File: src/rtl/l2_arbiter.sv
// rtl/l2_arbiter.sv - two-port round-robin arbiter sharing the L2 port between I-cache and D-cache
module l2_arbiter #(
  parameter int width      = 128,
  parameter int addr_width = 16,
  parameter int cnt_width  = 16
) (
  input  logic                  clk,
  input  logic                  reset,
  input  logic                  icache_pmem_read,
  input  logic [addr_width-1:0] icache_pmem_address,
  output logic [width-1:0]      icache_pmem_rdata,
  output logic                  icache_pmem_resp,
  input  logic                  dcache_pmem_read,
  input  logic                  dcache_pmem_write,
  input  logic [addr_width-1:0] dcache_pmem_address,
  input  logic [width-1:0]      dcache_pmem_wdata,
  output logic [width-1:0]      dcache_pmem_rdata,
  output logic                  dcache_pmem_resp,
  output logic                  l2_read,
  output logic                  l2_write,
  output logic [addr_width-1:0] l2_address,
  output logic [width-1:0]      l2_wdata,
  input  logic [width-1:0]      l2_rdata,
  input  logic                  l2_resp,
  output logic                  last_grant,
  output logic [cnt_width-1:0]  icache_grant_count,
  output logic [cnt_width-1:0]  dcache_grant_count
);

  localparam logic [1:0] IDLE    = 2'd0;
  localparam logic [1:0] SERVE_I = 2'd1;
  localparam logic [1:0] SERVE_D = 2'd2;

  localparam logic [cnt_width-1:0] cnt_max = {cnt_width{1'b1}};
  localparam logic [cnt_width-1:0] cnt_one = cnt_width'(1);

  logic [1:0] state;
  logic [1:0] next_state;
  logic       i_req;
  logic       d_req;

  assign i_req = icache_pmem_read;
  assign d_req = dcache_pmem_read | dcache_pmem_write;

  // Line data is broadcast to both L1s; only the resp pulse qualifies it.
  assign icache_pmem_rdata = l2_rdata;
  assign dcache_pmem_rdata = l2_rdata;

  // Arbitrate in IDLE (ties go to the port not served last); hold a grant until l2_resp
  always_comb begin
    next_state = state;
    case (state)
      IDLE: begin
        if (i_req && d_req) begin
          next_state = last_grant ? SERVE_I : SERVE_D;
        end else if (i_req) begin
          next_state = SERVE_I;
        end else if (d_req) begin
          next_state = SERVE_D;
        end
      end
      SERVE_I, SERVE_D: begin
        if (l2_resp) begin
          next_state = IDLE;
        end
      end
      default: next_state = IDLE;
    endcase
  end

  // Steer the granted port's operands onto the L2 port and route l2_resp back to it
  always_comb begin
    l2_read          = 1'b0;
    l2_write         = 1'b0;
    l2_address       = '0;
    l2_wdata         = '0;
    icache_pmem_resp = 1'b0;
    dcache_pmem_resp = 1'b0;
    case (state)
      SERVE_I: begin
        l2_read          = 1'b1;
        l2_address       = icache_pmem_address;
        icache_pmem_resp = l2_resp;
      end
      SERVE_D: begin
        // Simultaneous read and write is illegal; read wins.
        l2_read          = dcache_pmem_read;
        l2_write         = dcache_pmem_write & ~dcache_pmem_read;
        l2_address       = dcache_pmem_address;
        l2_wdata         = dcache_pmem_wdata;
        dcache_pmem_resp = l2_resp;
      end
      default: ;
    endcase
  end

  // State, round-robin history and saturating per-port completion counters
  always_ff @(posedge clk) begin
    if (reset) begin
      state              <= IDLE;
      last_grant         <= 1'b0;
      icache_grant_count <= '0;
      dcache_grant_count <= '0;
    end else begin
      state <= next_state;
      if (state == SERVE_I && l2_resp) begin
        last_grant <= 1'b0;
        if (icache_grant_count != cnt_max) begin
          icache_grant_count <= icache_grant_count + cnt_one;
        end
      end
      if (state == SERVE_D && l2_resp) begin
        last_grant <= 1'b1;
        if (dcache_grant_count != cnt_max) begin
          dcache_grant_count <= dcache_grant_count + cnt_one;
        end
      end
    end
  end

endmodule

File: config.mk
export PLATFORM = sky130hd
export DESIGN_NAME = l2_arbiter
export DESIGN_NICKNAME = d
export VERILOG_FILES = /design/src/rtl/l2_arbiter.sv
export SDC_FILE = /design/constraint.sdc
export NUM_CORES = 1
export LEC_CHECK = 0
export CAP_MARGIN = 5
export CORE_AREA = 5 5 278 280
export DETAILED_ROUTE_END_ITERATION = 16
export DIE_AREA = 0 0 283 285
export PLACE_DENSITY_LB_ADDON = 0.08
export REMOVE_ABC_BUFFERS = 1
export SETUP_SLACK_MARGIN = 0.05
export SLEW_MARGIN = 30
export SYNTH_ARGS = -nofsm -noshare
export SYNTH_HDL_FRONTEND = slang
export SYNTH_SLANG_ARGS = --single-unit
File: constraint.sdc
create_clock -name clk -period 1.7 [get_ports clk]
set_input_delay 0.34 -clock clk [delete_from_list [all_inputs] [get_ports clk]]
set_output_delay 0.34 -clock clk [all_outputs]
set_load 0.02 [all_outputs]
==> qor.csv, run 1 <==
stage,metric,value,unit
cells_and_area,fin_area,9940,um^2
worst_setup_path,critical_path_class,reg2out,
cells_and_area,final_common_cell,buf_4,
logic_synthesis,synth.distinct_cells,45,
global_routing,grt_pass1_wl,124000,um
cts,hold_buffers,0,
hold_path,min_to,dcache_grant_count[15],
status,violations,setup timing,
pwr,irDropWorstVdd,0.000282,V
sta,fin_ws,-295,ps
routing,vias_per_cell,3.42,
hold_path,hp-start,dcache_grant_count[15],
logic_synthesis,ys_ff_latch,35,
global_routing,grt_pass1_vias,6297,
global_routing,grt_remaining_overflow,0,
cells_and_area,drive_gt1_share,50.0,%
cells_and_area,syn_to_final_growth,100,%
cells_and_area,fill_cells,8478,
pwr,swShare,42.4,%
placement,io_buffers,346,
routing,drc,0,
die,num_io_pins,731,
die,fp.dieArea,80700,um^2
placement,place_congestion,0.947,
pwr,switching_power,0.00240,W
global_routing,antenna_found_initial,8,
run,drv_cap,0,
cts,cts.sinks,35,
die,die_w,283,um
sta,rsz0062_at_grt,true,
sta,worstMarginPinSlew,425,ps
cts,clkTransAtPathRegs,70,ps
routing,via_count,6344,
logic_synthesis,ys_seq_area_share,14.1,%
hold_path,hold_path_class,reg2reg,
sta,report.final.slew_viol_count,0,
worst_setup_path,r2r_cells,8,
placement,dp_hpwl,99200,um
pwr,power,0.00564,W
cells_and_area,layout_common_cells,"174 x buf_4, 164 x clkdlybuf4s50_1, 72 x and2_1",
routing,drt-pass1-iter-count,4,
sta,finalCriticalPeriod,2000,ps
worst_setup_path,startpoint,state[1],
worst_setup_path,cp-start-kind,register,
worst_setup_path,path_max_fanout,14,
cts,clk_latency,300,ps
sta,period_share,117,%
die,start_util,6.68,%
routing,drtIter0Drc,418,
die,core_area,74200,um^2
worst_setup_path,critPathArrivalTime,1660,ps
worst_setup_path,r2r-end,icache_grant_count[14],
sta,hold_viol,0,
logic_synthesis,avgSynthCellArea,7.45,um^2
logic_synthesis,ys_async_sr_fraction,0,%
logic_synthesis,synth_edf_count,0,
global_routing,grt_max_degree,36,
placement,place_area,8630,um^2
pwr,pwr-share-comb,68.0,%
logic_synthesis,ys.flop_type,dfxtp_1,
logic_synthesis,netlist_instances,666,
cts,clk_path_buf_depth,2,
status,outcome,"complete, but fails checks",
worst_setup_path,endpoint_kind,output pin,
worst_setup_path,reg2reg_from,state[1],
logic_synthesis,yosysWarnings,0,
cells_and_area,nets,1179,
die,row_count,100,
worst_setup_path,rrSetupSlack,-180,ps
routing,wirelength,108000,um
die,die_h,285,um
sta,slew_headroom,71.7,%
pwr,power_frac_seq,15.0,%
pwr,p_clk_share,16.9,%
logic_synthesis,yosys.area.top_type,buf_4,
worst_setup_path,crit_required,1360,ps
sta,fmax,501,MHz
hold_path,hold_depth,2,
sta,setup-violations-final,165,
routing,ant_nets,0,
pwr,power_density,568,nW/um^2
sta,finalSetupTns,-31980,ps
cts,numCtsBuffers,5,
cts,cts_tree,built,
sta,worst_clock_skew,13.2,ps
placement,pre_cts_slack,-673,ps
cts,clockRootBuffer,clkbuf_16,
logic_synthesis,synthTopCellsByArea,"buf_4 39%, and2_1 17%, dfxtp_1 14%",
global_routing,grtUsageTotal,25.4,%
pwr,intPower,0.00325,W
pwr,p_leak,3.93,nW
cts,cts_max_level,2,
logic_synthesis,synth_top_area_share,38.9,%
logic_synthesis,synth_area,4960,um^2
routing,wire_per_inst,58.4,um
[logic make-up after synthesis]
| family | count (synthesis) | share of synthesized area (%) |
|---|---|---|
| flip-flops | 35 | 14.1 |
| AO/OA/AOI/OAI | 69 | 9.08 |
| multiplexers | 10 | 2.19 |
| XOR/XNOR | 1 | 0.177 |
| AND/OR/NAND/NOR | 255 | 31.5 |
| buffers and inverters | 290 | 41.4 |
| adder cells (fa/ha/maj) | 6 | 1.51 |
[worst max-delay path by stage]
stage	to	slack (ps)	cells past startpoint
4_1_cts	l2_wdata[45]	-320	7
6_report	l2_wdata[20]	-300	7
5_1_grt	l2_wdata[58]	-340	7
3_5_place_dp	icache_grant_count[13]	-670	5
2_1_floorplan	dcache_grant_count[15]	-1650	6
3_3_place_gp	dcache_grant_count[15]	-640	6
[power groups by stage]
stage | registers (W) | clock network [W] | logic, W
2_1_floorplan | 0.000871 | 0 | 0.000988
3_3_place_gp | 0.000860 | 0 | 0.00325
3_5_place_dp | 0.000860 | 0 | 0.00322
4_1_cts | 0.000847 | 0.00102 | 0.00378
5_1_grt | 0.000850 | 0.00105 | 0.00395
6_report | 0.000849 | 0.000957 | 0.00384
[final cells by class]
| type | instances | area, um^2 | area share (%) |
|---|---|---|---|
| Tap cell | 969 | 1210 | 12.2 |
| Inverter | 8 | 37.5 | 0.378 |
| Clock buffer | 7 | 133 | 1.33 |
| Timing Repair Buffer | 488 | 5030 | 50.6 |
| Sequential cell | 35 | 716 | 7.20 |
| Clock inverter | 1 | 5.00 | 0.0504 |
| Antenna cell | 4 | 10.0 | 0.101 |
| Multi-Input combinational cell | 341 | 2800 | 28.1 |
[per-layer routing]
metal / track usage, % / up-vias / share of wire (%)
met5: 13.6 / - / 1.4
met4: 8.76 / 27 / 4.9
met3: 25.1 / 97 / 20
met2: 47.4 / 847 / 51
met1: 15.7 / 2988 / 23
li1: - / 2385 / -
[state kept, by name, summed over array words and instances (netlist names)]
| register | flops |
|---|---|
| state | 2 |
| icache_grant_count | 16 |
| last_grant | 1 |
| dcache_grant_count | 16 |
[critical path, stage by stage (launching register included)]
cell and delay (ps):
dfxtp_2 340, buf_6 120, ha_4 170, buf_12 150
buf_16 140, buf_12 140, and2_4 140, buf_8 130
[synthesized netlist by cell type, types with 7 or more instances]
| cell type | count |
|---|---|
| inv_1 | 8 |
| o31ai_1 | 8 |
| nand2_1 | 13 |
| nand3_1 | 10 |
| clkbuf_1 | 23 |
| nand4_1 | 8 |
| or4_1 | 9 |
| nor2_1 | 18 |
| dfxtp_1 | 35 |
| buf_4 | 257 |
| mux2_2 | 7 |
| o21ai_0 | 7 |
| nor2b_1 | 25 |
| a21oi_1 | 24 |
| and2_1 | 131 |
| a22oi_1 | 16 |
| nor3_1 | 8 |
[stage by stage]
| step | util, % | cells | hold slack [ps] |
|---|---|---|---|
| 3_5_place_dp | 11.6 | 1820 | 523 |
| 2_1_floorplan | - | 384 | 409 |
| 3_3_place_gp | 11.6 | 1820 | 522 |
| 6_report | 13.4 | 1853 | 535 |
| 4_1_cts | 12.8 | 1839 | 530 |
| 5_1_grt | 13.4 | 1849 | 568 |
[repair_timing]
item | CTS | global route
cloned | 4 | 2
pin swaps | 20 | 20
buffers inserted | 18 | 12
endpoints found under the setup margin | 210 | 183
resized for setup | 323 | 96
Power figures use the tool's default switching activity.
==> run 2: changes to the inputs <==
--- a/config.mk
+++ b/config.mk
@@ -5,6 +5,7 @@
 export SDC_FILE = /design/constraint.sdc
 export NUM_CORES = 1
 export LEC_CHECK = 0
+export ABC_CLOCK_PERIOD_IN_PS = 1700
 export CAP_MARGIN = 5
 export CORE_AREA = 5 5 278 280
 export DETAILED_ROUTE_END_ITERATION = 16
@@ -12,7 +13,6 @@
 export PLACE_DENSITY_LB_ADDON = 0.08
 export REMOVE_ABC_BUFFERS = 1
 export SETUP_SLACK_MARGIN = 0.05
-export SLEW_MARGIN = 30
 export SYNTH_ARGS = -nofsm -noshare
 export SYNTH_HDL_FRONTEND = slang
 export SYNTH_SLANG_ARGS = --single-unit
==> results of run 2 <==
Final layout, timing and power as in run 1 (identical DEF).
